--- src/rtl/axis_arb_pkg.sv ---
// axis_arb_pkg: register offsets and FSM encoding shared by the packet arbiter.
package axis_arb_pkg;
    localparam logic [11:0] ARB_CTRL_OFS = 12'h0;
    localparam logic [11:0] ARB_MASK_OFS = 12'h4;
    localparam logic [11:0] ARB_STAT_OFS = 12'h8;
    localparam logic [11:0] ARB_CNT_OFS  = 12'hC;
    localparam logic [0:0]  ST_IDLE      = 1'b0;
    localparam logic [0:0]  ST_XFER      = 1'b1;
endpackage

--- src/rtl/axis_skid_buf.sv ---
// axis_skid_buf: 2-entry skid buffer; o_valid, o_data and o_ready all come straight from flops,
// so there is no combinational path from i_ready to o_ready.
module axis_skid_buf #(
    parameter int W = 8
) (
    input  logic         clk,
    input  logic         resetn,
    input  logic         i_valid,
    input  logic [W-1:0] i_data,
    output logic         o_ready,
    output logic         o_valid,
    output logic [W-1:0] o_data,
    input  logic         i_ready
);
    logic         r_valid, r_skid_valid;
    logic [W-1:0] r_data, r_skid_data;
    logic         w_acc, w_free;
    assign o_ready = ~r_skid_valid;
    assign w_acc   = i_valid & ~r_skid_valid;
    assign w_free  = ~r_valid | i_ready;
    assign o_valid = r_valid;
    assign o_data  = r_data;
    always_ff @(posedge clk or negedge resetn) begin
        if (!resetn) begin
            r_valid      <= 1'b0;
            r_data       <= '0;
            r_skid_valid <= 1'b0;
            r_skid_data  <= '0;
        end else if (w_free) begin
            r_valid      <= r_skid_valid | w_acc;
            r_data       <= r_skid_valid ? r_skid_data : w_acc ? i_data : r_data;
            r_skid_valid <= 1'b0;
        end else if (w_acc) begin
            r_skid_valid <= 1'b1;
            r_skid_data  <= i_data;
        end
    end
endmodule

--- src/rtl/axis_pkt_arbiter.sv ---
// axis_pkt_arbiter: packet-granular round-robin merge of NUM_IN AXI-stream inputs, APB configured.
// Define AXIS_PKT_ARB_CNT_EN to add the PKT_CNT register at 0xC.
module axis_pkt_arbiter
    import axis_arb_pkg::*;
#(
    parameter int NUM_IN = 2,
    parameter int DATA_W = 8,
    parameter int ID_W   = 3
) (
    input  logic                     clk,
    input  logic                     resetn,
    input  logic [NUM_IN-1:0]        s_axis_tvalid,
    input  logic [NUM_IN*DATA_W-1:0] s_axis_tdata,
    input  logic [NUM_IN-1:0]        s_axis_tlast,
    output logic [NUM_IN-1:0]        s_axis_tready,
    output logic                     m_axis_tvalid,
    output logic [DATA_W-1:0]        m_axis_tdata,
    output logic                     m_axis_tlast,
    output logic [ID_W-1:0]          m_axis_tid,
    input  logic                     m_axis_tready,
    input  logic [11:0]              paddr,
    input  logic                     psel,
    input  logic                     penable,
    input  logic                     pwrite,
    input  logic [31:0]              pwdata,
    output logic [31:0]              prdata,
    output logic                     pready,
    output logic                     pslverr
);
    localparam int PW = DATA_W + 1 + ID_W;
    logic [0:0]        r_state;
    logic [ID_W-1:0]   r_grant, r_last_grant;
    logic              r_enable;
    logic [NUM_IN-1:0] r_mask;
    logic [31:0]       r_prdata;
    logic              r_pslverr;
    logic [NUM_IN-1:0] w_req, w_sel;
    logic [ID_W-1:0]   w_pick;
    logic [DATA_W-1:0] w_data;
    logic [PW-1:0]     w_m_payload;
    logic [31:0]       w_status;
    logic              w_skid_rdy, w_acc, w_eop, w_setup, w_unused;
    assign w_req    = s_axis_tvalid & r_mask & {NUM_IN{r_enable}};
    assign w_sel    = {{(NUM_IN-1){1'b0}}, 1'b1} << r_grant;
    assign s_axis_tready = (r_state == ST_XFER && w_skid_rdy) ? w_sel : '0;
    assign w_acc    = |(s_axis_tvalid & s_axis_tready);
    assign w_eop    = w_acc & |(s_axis_tlast & w_sel);
    assign w_setup  = psel & ~penable;
    assign w_status = {23'd0, r_state == ST_XFER, 5'd0, 3'(r_grant)};
    assign w_unused = ^pwdata;
    // Walk the doubled request vector upward from last_grant+1; the smallest index wins.
    always_comb begin
        w_pick = r_last_grant;
        for (int k = 2*NUM_IN-1; k >= 0; k--)
            if (k > int'(r_last_grant) && w_req[k % NUM_IN]) w_pick = ID_W'(k % NUM_IN);
    end
    always_comb begin
        w_data = '0;
        for (int i = 0; i < NUM_IN; i++)
            if (w_sel[i]) w_data = s_axis_tdata[i*DATA_W +: DATA_W];
    end
    always_ff @(posedge clk or negedge resetn) begin
        if (!resetn) begin
            r_state      <= ST_IDLE;
            r_grant      <= '0;
            r_last_grant <= ID_W'(NUM_IN-1);
        end else if (r_state == ST_IDLE) begin
            if (|w_req) begin
                r_grant <= w_pick;
                r_state <= ST_XFER;
            end
        end else if (w_eop) begin
            r_last_grant <= r_grant;
            r_state      <= ST_IDLE;
        end
    end
    axis_skid_buf #(.W(PW)) u_skid (
        .clk     (clk),
        .resetn  (resetn),
        .i_valid (w_acc),
        .i_data  ({r_grant, |(s_axis_tlast & w_sel), w_data}),
        .o_ready (w_skid_rdy),
        .o_valid (m_axis_tvalid),
        .o_data  (w_m_payload),
        .i_ready (m_axis_tready)
    );
    assign {m_axis_tid, m_axis_tlast, m_axis_tdata} = w_m_payload;
`ifdef AXIS_PKT_ARB_CNT_EN
    logic [31:0] r_pkt_cnt;
    // A clear from APB takes priority over a same-cycle end of packet.
    always_ff @(posedge clk or negedge resetn) begin
        if (!resetn) r_pkt_cnt <= '0;
        else if (w_setup && pwrite && paddr == ARB_CNT_OFS) r_pkt_cnt <= '0;
        else if (w_eop) r_pkt_cnt <= r_pkt_cnt + 32'd1;
    end
`endif
    always_ff @(posedge clk or negedge resetn) begin
        if (!resetn) begin
            r_enable  <= 1'b1;
            r_mask    <= '1;
            r_prdata  <= '0;
            r_pslverr <= 1'b0;
        end else begin
            r_prdata  <= '0;
            r_pslverr <= 1'b0;
            if (w_setup) begin
                case (paddr)
                    ARB_CTRL_OFS: if (pwrite) r_enable <= pwdata[0]; else r_prdata <= {31'd0, r_enable};
                    ARB_MASK_OFS: if (pwrite) r_mask <= pwdata[NUM_IN-1:0]; else r_prdata <= 32'(r_mask);
                    ARB_STAT_OFS: if (pwrite) r_pslverr <= 1'b1; else r_prdata <= w_status;
`ifdef AXIS_PKT_ARB_CNT_EN
                    ARB_CNT_OFS:  r_prdata <= pwrite ? 32'd0 : r_pkt_cnt;
`endif
                    default:      r_pslverr <= 1'b1;
                endcase
            end
        end
    end
    assign prdata  = r_prdata;
    assign pready  = 1'b1;
    assign pslverr = r_pslverr;
endmodule

--- config.mk ---
export PLATFORM = sky130hd
export DESIGN_NAME = axis_pkt_arbiter
export DESIGN_NICKNAME = d
export VERILOG_FILES = /design/src/rtl/axis_arb_pkg.sv /design/src/rtl/axis_skid_buf.sv /design/src/rtl/axis_pkt_arbiter.sv
export SDC_FILE = /design/constraint.sdc
export NUM_CORES = 1
export LEC_CHECK = 0
export CORE_MARGIN = 3
export CORE_UTILIZATION = 45
export CTS_CLUSTER_SIZE = 8
export DETAILED_ROUTE_END_ITERATION = 8
export DONT_BUFFER_PORTS = 1
export PLACE_DENSITY_LB_ADDON = 0.2
export SYNTH_ARGS = -nofsm -noshare
export SYNTH_HDL_FRONTEND = slang
export SYNTH_SLANG_ARGS = --single-unit
--- constraint.sdc ---
create_clock -name clk -period 2.2 [get_ports clk]
set_input_delay 0.44 -clock clk [delete_from_list [all_inputs] [get_ports clk]]
set_output_delay 0.44 -clock clk [all_outputs]
set_load 0.05 [all_outputs]
## Yosys cells after proc, flatten, opt, wreduce, memory -nomap -nowiden

Index checks and enable logic that the tools add are counted.

| storage, ports and cells | value |
|---|---|
| flip-flop bits (word level) | 69 |
| input bits | 70 |
| output and inout port bits | 49 |

| cells by class | value |
|---|---|
| magnitude comparators | 3 |
| equal/unequal tests | 2 |
| shift-type cells | 1 |
| muxes and demuxes | 21 |
| bitwise gates (word level) | 14 |
| reductions and logical operators | 17 |

Operators with widths:

| operator | number |
|---|---|
| case mux 9 bit (3 select lines) | 1 |
| 2-to-1 mux 12 bit | 2 |
| 2-to-1 mux 9 bit | 2 |
| 2-to-1 mux 8 bit | 2 |
| == test 12 x 3 -> 1 bit, second input constant | 1 |
| == test 12 x 4 -> 1 bit, second input constant | 1 |
| logical NOT 12 bit | 1 |
| 2-to-1 mux 3 bit | 3 |
| AND 2 bit | 4 |
| 2-to-1 mux 1 bit | 8 |
| AND reduction 2 bit | 4 |
| OR reduction 2 bit | 4 |
| greater-than comparator 2 x 3 -> 1 bit, first input constant | 2 |
| AND reduction 3 bit | 2 |
| NOT 1 bit | 5 |
| logical AND 1 bit | 4 |
| 2-to-1 mux 2 bit | 2 |
| nonzero test 2 bit | 2 |
| AND 1 bit | 3 |
| greater-than comparator 1 x 3 -> 1 bit, first input constant | 1 |
| left shift 1 x 3 -> 2 bit, first input constant | 1 |
| OR 1 bit | 2 |
| case mux 1 bit (2 select lines) | 1 |

## Longest topological paths before layout

Gate-level depths: netlist of run 1.

| logic depth | value |
|---|---|
| depth in word-level cells | 8 |
| gate-level depth with buffers | 6 |
| mapped depth without buffers | 4 |

## Cells and area by module

From an unflattened synthesis of run 1, not the netlist that was laid out.

| second synthesis, totals | value |
|---|---|
| cell total of the unflattened synthesis | 196 |
| area, all modules | 2413.6 sq um |

Modules (own cells, without submodules):

| module | times used | cells an instance | area each (sq um) |
|---|---|---|---|
| axis_skid_buf | 1 | 73 | 1239.9 |
| axis_pkt_arbiter | 1 | 123 | 1173.6 |

## Worst setup path after synthesis of run 1

OpenSTA, ideal clock, no wires.

| timing | value |
|---|---|
| kind | register to output |
| start point | register u_skid.r_skid_valid |
| end point | output s_axis_tready[0] |
| arrival | 1.839 ns |
| required time | 1.760 ns |
| setup slack | -0.079 ns |
| cell stages (with the launch flop) | 4 |
| cells stage by stage | dfrtp_1 clkbuf_1 clkbuf_1 nor3_1 |

| on the way | value |
|---|---|
| cells in the longest elaborated chain, start to end | 3 |

RTL lines:

| item | line | text |
|---|---|---|
| start: declaration | axis_skid_buf.sv:15 | `logic r_valid, r_skid_valid;` |
| start signal: assignment | axis_skid_buf.sv:27 | `r_skid_valid <= 1'b0;` |
| start signal: assignment | axis_skid_buf.sv:32 | `r_skid_valid <= 1'b0;` |
| start signal: assignment | axis_skid_buf.sv:34 | `r_skid_valid <= 1'b1;` |
| NOT 1 bit | axis_skid_buf.sv:18 | `assign o_ready = ~r_skid_valid;` |
| logical AND 1 bit | axis_pkt_arbiter.sv:45 | `assign s_axis_tready = (r_state == ST_XFER && w_skid_rdy) ? w_sel : '0;` |
| 2-to-1 mux 2 bit | axis_pkt_arbiter.sv:45 |  |
| end: declaration | axis_pkt_arbiter.sv:15 | `output logic [NUM_IN-1:0] s_axis_tready,` |

Every way passes these cells.

## Worst setup path after layout of run 1

| timing | value |
|---|---|
| start point | register r_grant[2] |
| end point | output s_axis_tready[0] |

| on the way | value |
|---|---|
| cells in the longest elaborated chain, start to end | 2 |

RTL lines:

| item | line | text |
|---|---|---|
| start: declaration | axis_pkt_arbiter.sv:32 | `logic [ID_W-1:0] r_grant, r_last_grant;` |
| start signal: assignment | axis_pkt_arbiter.sv:69 | `r_grant <= w_pick;` |
| left shift 1 x 3 -> 2 bit | axis_pkt_arbiter.sv:44 | `assign w_sel = {{(NUM_IN-1){1'b0}}, 1'b1} << r_grant;` |
| 2-to-1 mux 2 bit | axis_pkt_arbiter.sv:45 |  |

Every way passes these cells.

==> flow_summary.ini, run 1 <==
[power_and_ir_drop]
p_switching_uw = 376.5
leakage_uw = 0.001084
swShare_pct = 27.57
ir_drop_v = 0.0004534
intPower_uw = 988.8
p_clk_share_pct = 33.7
pwr-share-comb_pct = 10.8
p_seq_share_pct = 55.6
power_uw = 1365
powerDensity_nw_per_um2 = 583.8

[synth]
ys_seq_elements = 41
ys_types = 33
yosysWarnings = 0
synthArstFlopShare_pct = 100.0
syn_area_um2 = 2255
syn_avg_cell_area_um2 = 11.11
synth-edff-count = 0
syn_inst = 203
synthFlopType = dfrtp_1
yosysSeqAreaShare_pct = 45.73

[clocking]
htreeDepth = 2
post-cts-setup-buffers = 0
postCtsHoldBufs = 2
cts-root-buf = clkbuf_8
clk_pin_slew_ns = 0.07
cts_tree = built
cts_buffers = 5
insertion_delay_ns = 0.28
cts_max_path_buffers = 2
cts_resized = 0
clock-sinks = 41

[die]
core_um2 = 4786
fp.dieW_um = 76.79
dieArea_um2 = 5896
die_y_um = 76.79
num_rows = 25
io_pins = 119
start_util_pct = 47.11

[critical_path]
cp_data_arrival_time_ns = 1.54
critPathLaunchType = flop
endpoint_kind = primary output
crit_required_ns = 1.76
worstSetupPathType = flop to primary output
critical_path.max_fanout = 5

[timing]
min_period_ns = 1.979
hold_violations = 0
clock_skew_ns = 0.004957
slew_viol_final = 0
fin_crit_sh_pct = 89.97
tns_ns = 0
grt_setup_unrepaired = false
setup_viol = 0
maxSlewHeadroom_pct = 65.98
layout_setup_ws_ns = 0.2206
tightest_slew_ns = 0.5103
fmax_ghz = 0.5052

[flow_run]
max_cap_violations = 0

[route]
wl_per_cell_um = 15.05
num_vias = 1368
vias_per_cell = 4.957
dr.pass1.iters = 4
drt_iter0_drc = 61
detail-route-antenna-nets = 0
drc = 0
wl_um = 4155

[place]
place_congestion = 0.8189
numPortBuffers = 0
hpwl_um = 3137
pre_cts_ws_ns = 0.3528

[final_layout]
antenna_cells = 0
fillers = 439
area_growth_pct = 3.718
layout-drive-gt1-share_pct = 25.84
final_nets = 278

[global_route]
grt.total_usage_pct = 14.46
grt_pass1_vias = 1376
antenna_found_initial = 0
grt_pass1_wl_um = 6768
grt_overflow = 0
grt_max_degree = 42

[min_path]
hold_path.class = primary input to flop

[status]
outcome = finished clean
-- cells in the final DEF (no fill, tap or decap), drive strengths merged --
cell type and count:
nand2 17, nand3 1, nand2b 1, nor3b 1, buf 8, dfrtp 37
clkinv 2, nor4 2, dfstp 4, and4b 1, or2 1, a22oi 1
nand4 1, clkbuf 6, o21ai 5, inv 2, nand4b 3, nor2 17
nor3 2, o21a 3, nor2b 8, a22o 1, mux2 31, conb 29
a31oi 1, and3 2, dlygate4sd3 1, mux2i 10, a21oi 2, nor4b 1
o31ai 8
-- flip-flops by register name, summed over array words and instances, names as in the netlist, 2 cells and up --
register / count
prdata: 4
r_grant: 3
r_last_grant: 3
r_mask: 2
u_skid.o_data: 12
u_skid.r_skid_data: 12
-- stage by stage --
stage / area, um2 / cells / utilization (%) / hold slack (ns)
6_report: 2338 / 276 / 48.86 / 0.2272
5_1_grt: 2338 / 276 / 48.86 / 0.2150
4_1_cts: 2338 / 276 / 48.86 / 0.2197
3_5_place_dp: 2226 / 266 / 46.51 / 0.1452
3_3_place_gp: 2226 / 266 / 46.51 / 0.1453
2_1_floorplan: 2361 / 230 / - / 0.1444
-- per-layer routing --
layer	vias up	global-route usage [%]	share of wire, %
met2	43	24.56	50
li1	647	-	-
met4	0	3.804	1.2
met3	7	4.577	6.6
met1	671	17.71	43
met5	-	0	0
-- cells by family after synthesis --
logic type             Yosys count  share of synthesized area (%)
buffers and inverters           40                          12.38
other                            2                         0.3331
multiplexers                    41                          21.75
AO/OA/AOI/OAI                   21                          6.881
flip-flops                      41                          45.73
AND/OR/NAND/NOR                 58                          12.93
-- critical path, cell delays in order, from the launching register on --
cell	delay (ns)
dfrtp_1	0.43
nor2_1	0.35
nand2_1	0.12
nor3_2	0.13
buf_4	0.22
-- layout make-up --
type	instances	area [um2]	share of cell area (%)
multi-input cells	149	1051	44.94
flip-flops and latches	41	1031	44.09
well taps	67	83.83	3.585
repair buffers	9	82.58	3.531
clock buffers	6	72.57	3.103
clock inverters	2	10.01	0.4280
inverters	2	7.507	0.3210
-- power by group through the flow --
stage                     clock (uW)  sequential [uW]  combinational [uW]
after floorplan                    0              773                 164
after global placement             0              773                 125
after detailed placement           0              773                 126
after CTS                        479              758                 148
after global routing             514              758                 156
final                            460              758                 147
-- worst paths after layout --
kind,depth (start not counted),slack [ns],to,start
worst max-delay path,4,0.22,s_axis_tready[0],r_grant[2]
worst min-delay path,1,0.23,prdata[1],pwrite
worst max register to register,5,0.38,u_skid.o_data[10],r_grant[0]
worst min register to register,1,0.51,u_skid.r_skid_data[10],u_skid.r_skid_data[10]
max in group asynchronous,2,1.30,r_enable,resetn
min in group asynchronous,2,0.62,u_skid.o_data[1],resetn
-- synth_stat cells (4+ instances only) --
cell type	count	area (um2)
dfrtp_1	37	925.9
mux2_4	11	165.2
o31ai_1	8	60.06
nor2_1	17	63.81
mux2i_1	10	100.1
clkbuf_1	5	18.77
mux2_2	20	225.2
nand2_1	17	63.81
buf_4	30	225.2
o21ai_0	5	25.02
nor2b_1	7	43.79
dfstp_2	4	105.1
Power figures use the tool's default switching activity.
==> inputs of run 2 (changes only) <==
--- a/config.mk
+++ b/config.mk
@@ -11,6 +11,7 @@
 export DETAILED_ROUTE_END_ITERATION = 8
 export DONT_BUFFER_PORTS = 1
 export PLACE_DENSITY_LB_ADDON = 0.2
+export REMOVE_ABC_BUFFERS = 1
 export SYNTH_ARGS = -nofsm -noshare
 export SYNTH_HDL_FRONTEND = slang
 export SYNTH_SLANG_ARGS = --single-unit
==> flow_summary.ini, run 2 (same netlist as run 1, synthesis figures left out) <==
[status]
outcome = finished clean

[power_and_ir_drop]
leakage_uw = 0.001090
powerDensity_nw_per_um2 = 595.9
power_uw = 1402
ir_drop_v = 0.0003960

[route]
detail-route-antenna-nets = 0
drc = 0
drt_iter0_drc = 52
vias_per_cell = 4.960
dr.pass1.iters = 4
num_vias = 1374
wl_um = 4096
wl_per_cell_um = 14.79

[place]
place_inst = 267
placed_area_um2 = 2233
place_congestion = 0.8239
hpwl_um = 2976
pre_cts_ws_ns = 0.3935
numPortBuffers = 0

[critical_path]
critical_path.max_fanout = 5
endpoint_kind = primary output
worstSetupPathType = flop to primary output
crit_required_ns = 1.76
cp_data_arrival_time_ns = 1.54
critPathLaunchType = flop
reg2reg_slack_ns = 0.42

[clocking]
cts-root-buf = clkbuf_8
htreeDepth = 2
clock-sinks = 41
cts_max_path_buffers = 2
clk_pin_slew_ns = 0.07
cts_buffers = 5
cts_resized = 0
post-cts-setup-buffers = 0
cts_tree = built
postCtsHoldBufs = 2
insertion_delay_ns = 0.28

[global_route]
grt.total_usage_pct = 13.92
met3_usage_pct = 5.986
antenna_found_initial = 0
grt_overflow = 0
met1_usage_pct = 15.98
busiest_layer = met2
grt_pass1_wl_um = 6651
grt_max_degree = 42
use_met2_pct = 23.17
grt_pass1_vias = 1413

[die]
core_um2 = 4786
io_pins = 119
dieArea_um2 = 5896
die_y_um = 76.79
start_util_pct = 47.11
fp.dieW_um = 76.79
num_rows = 25

[final_layout]
final_area_um2 = 2354
final_cell_mix = dfrtp_1, conb_1, mux2_2
final_cells = 277
area_growth_pct = 4.384
final_common_cell = dfrtp_1
layout-drive-gt1-share_pct = 25.71
antenna_cells = 0
final_nets = 279

[timing]
maxSlewHeadroom_pct = 65.49
fin_crit_sh_pct = 89.95
grt_setup_unrepaired = false
layout_setup_ws_ns = 0.2212
setup_viol = 0
clock_skew_ns = 0.005706
tightest_slew_ns = 0.5177
fmax_ghz = 0.5054
min_period_ns = 1.979
slew_viol_final = 0
hold_violations = 0
hold_ws_ns = 0.2327

[min_path]
hold_path.class = primary input to flop

[flow_run]
max_cap_violations = 0
## run 2: changes by cell type in the layout (fill, tap and decap cells not counted)
cell,change
clkbuf_8,+1
clkinv_2,-2
buf_4,+1
clkbuf_1,+1
## run 2: final cells by class
type	instances	area, um2
fill	450	2432
multi-input combinational	149	1051
sequential	41	1031
clock buffer	8	90.09
timing repair buffer	10	90.09
tap	67	83.83
inverter	2	7.507
## run 2: layer usage
| layer | up-vias | wire (um) |
|---|---|---|
| li1 | 655 | - |
| met3 | 7 | 344 |
| met1 | 657 | 1725 |
| met2 | 55 | 1978 |
| met5 | - | 0 |
| met4 | 0 | 48 |
## run 2: critical path, stage by stage (launching register included)
cell and delay [ns]:
dfrtp_1 0.42, nor2_1 0.36, and4b_1 0.28, buf_4 0.20
## run 2: worst paths after layout
kind / endpoint / start / depth (start not counted)
hold reg to reg: u_skid.r_skid_data[11] / u_skid.r_skid_data[11] / 1
setup reg to reg: u_skid.r_skid_data[9] / r_grant[2] / 5
setup / recovery: s_axis_tready[1] / r_grant[2] / 3
min in group asynchronous: u_skid.o_data[6] / resetn / 2
max in group asynchronous: r_mask[0] / resetn / 2
hold / removal: prdata[1] / pwrite / 1
## run 2: power by group
part           switching, uW  internal [uW]
Combinational            133           14.6
Clock                    241            256
Sequential              3.85            754
## run 2: metrics by stage
stage	TNS, ns	util, %
floorplan	-0.04456	-
global placement	0	46.67
detailed placement	0	46.67
CTS	0	49.18
global route	0	49.18
finish	0	49.18
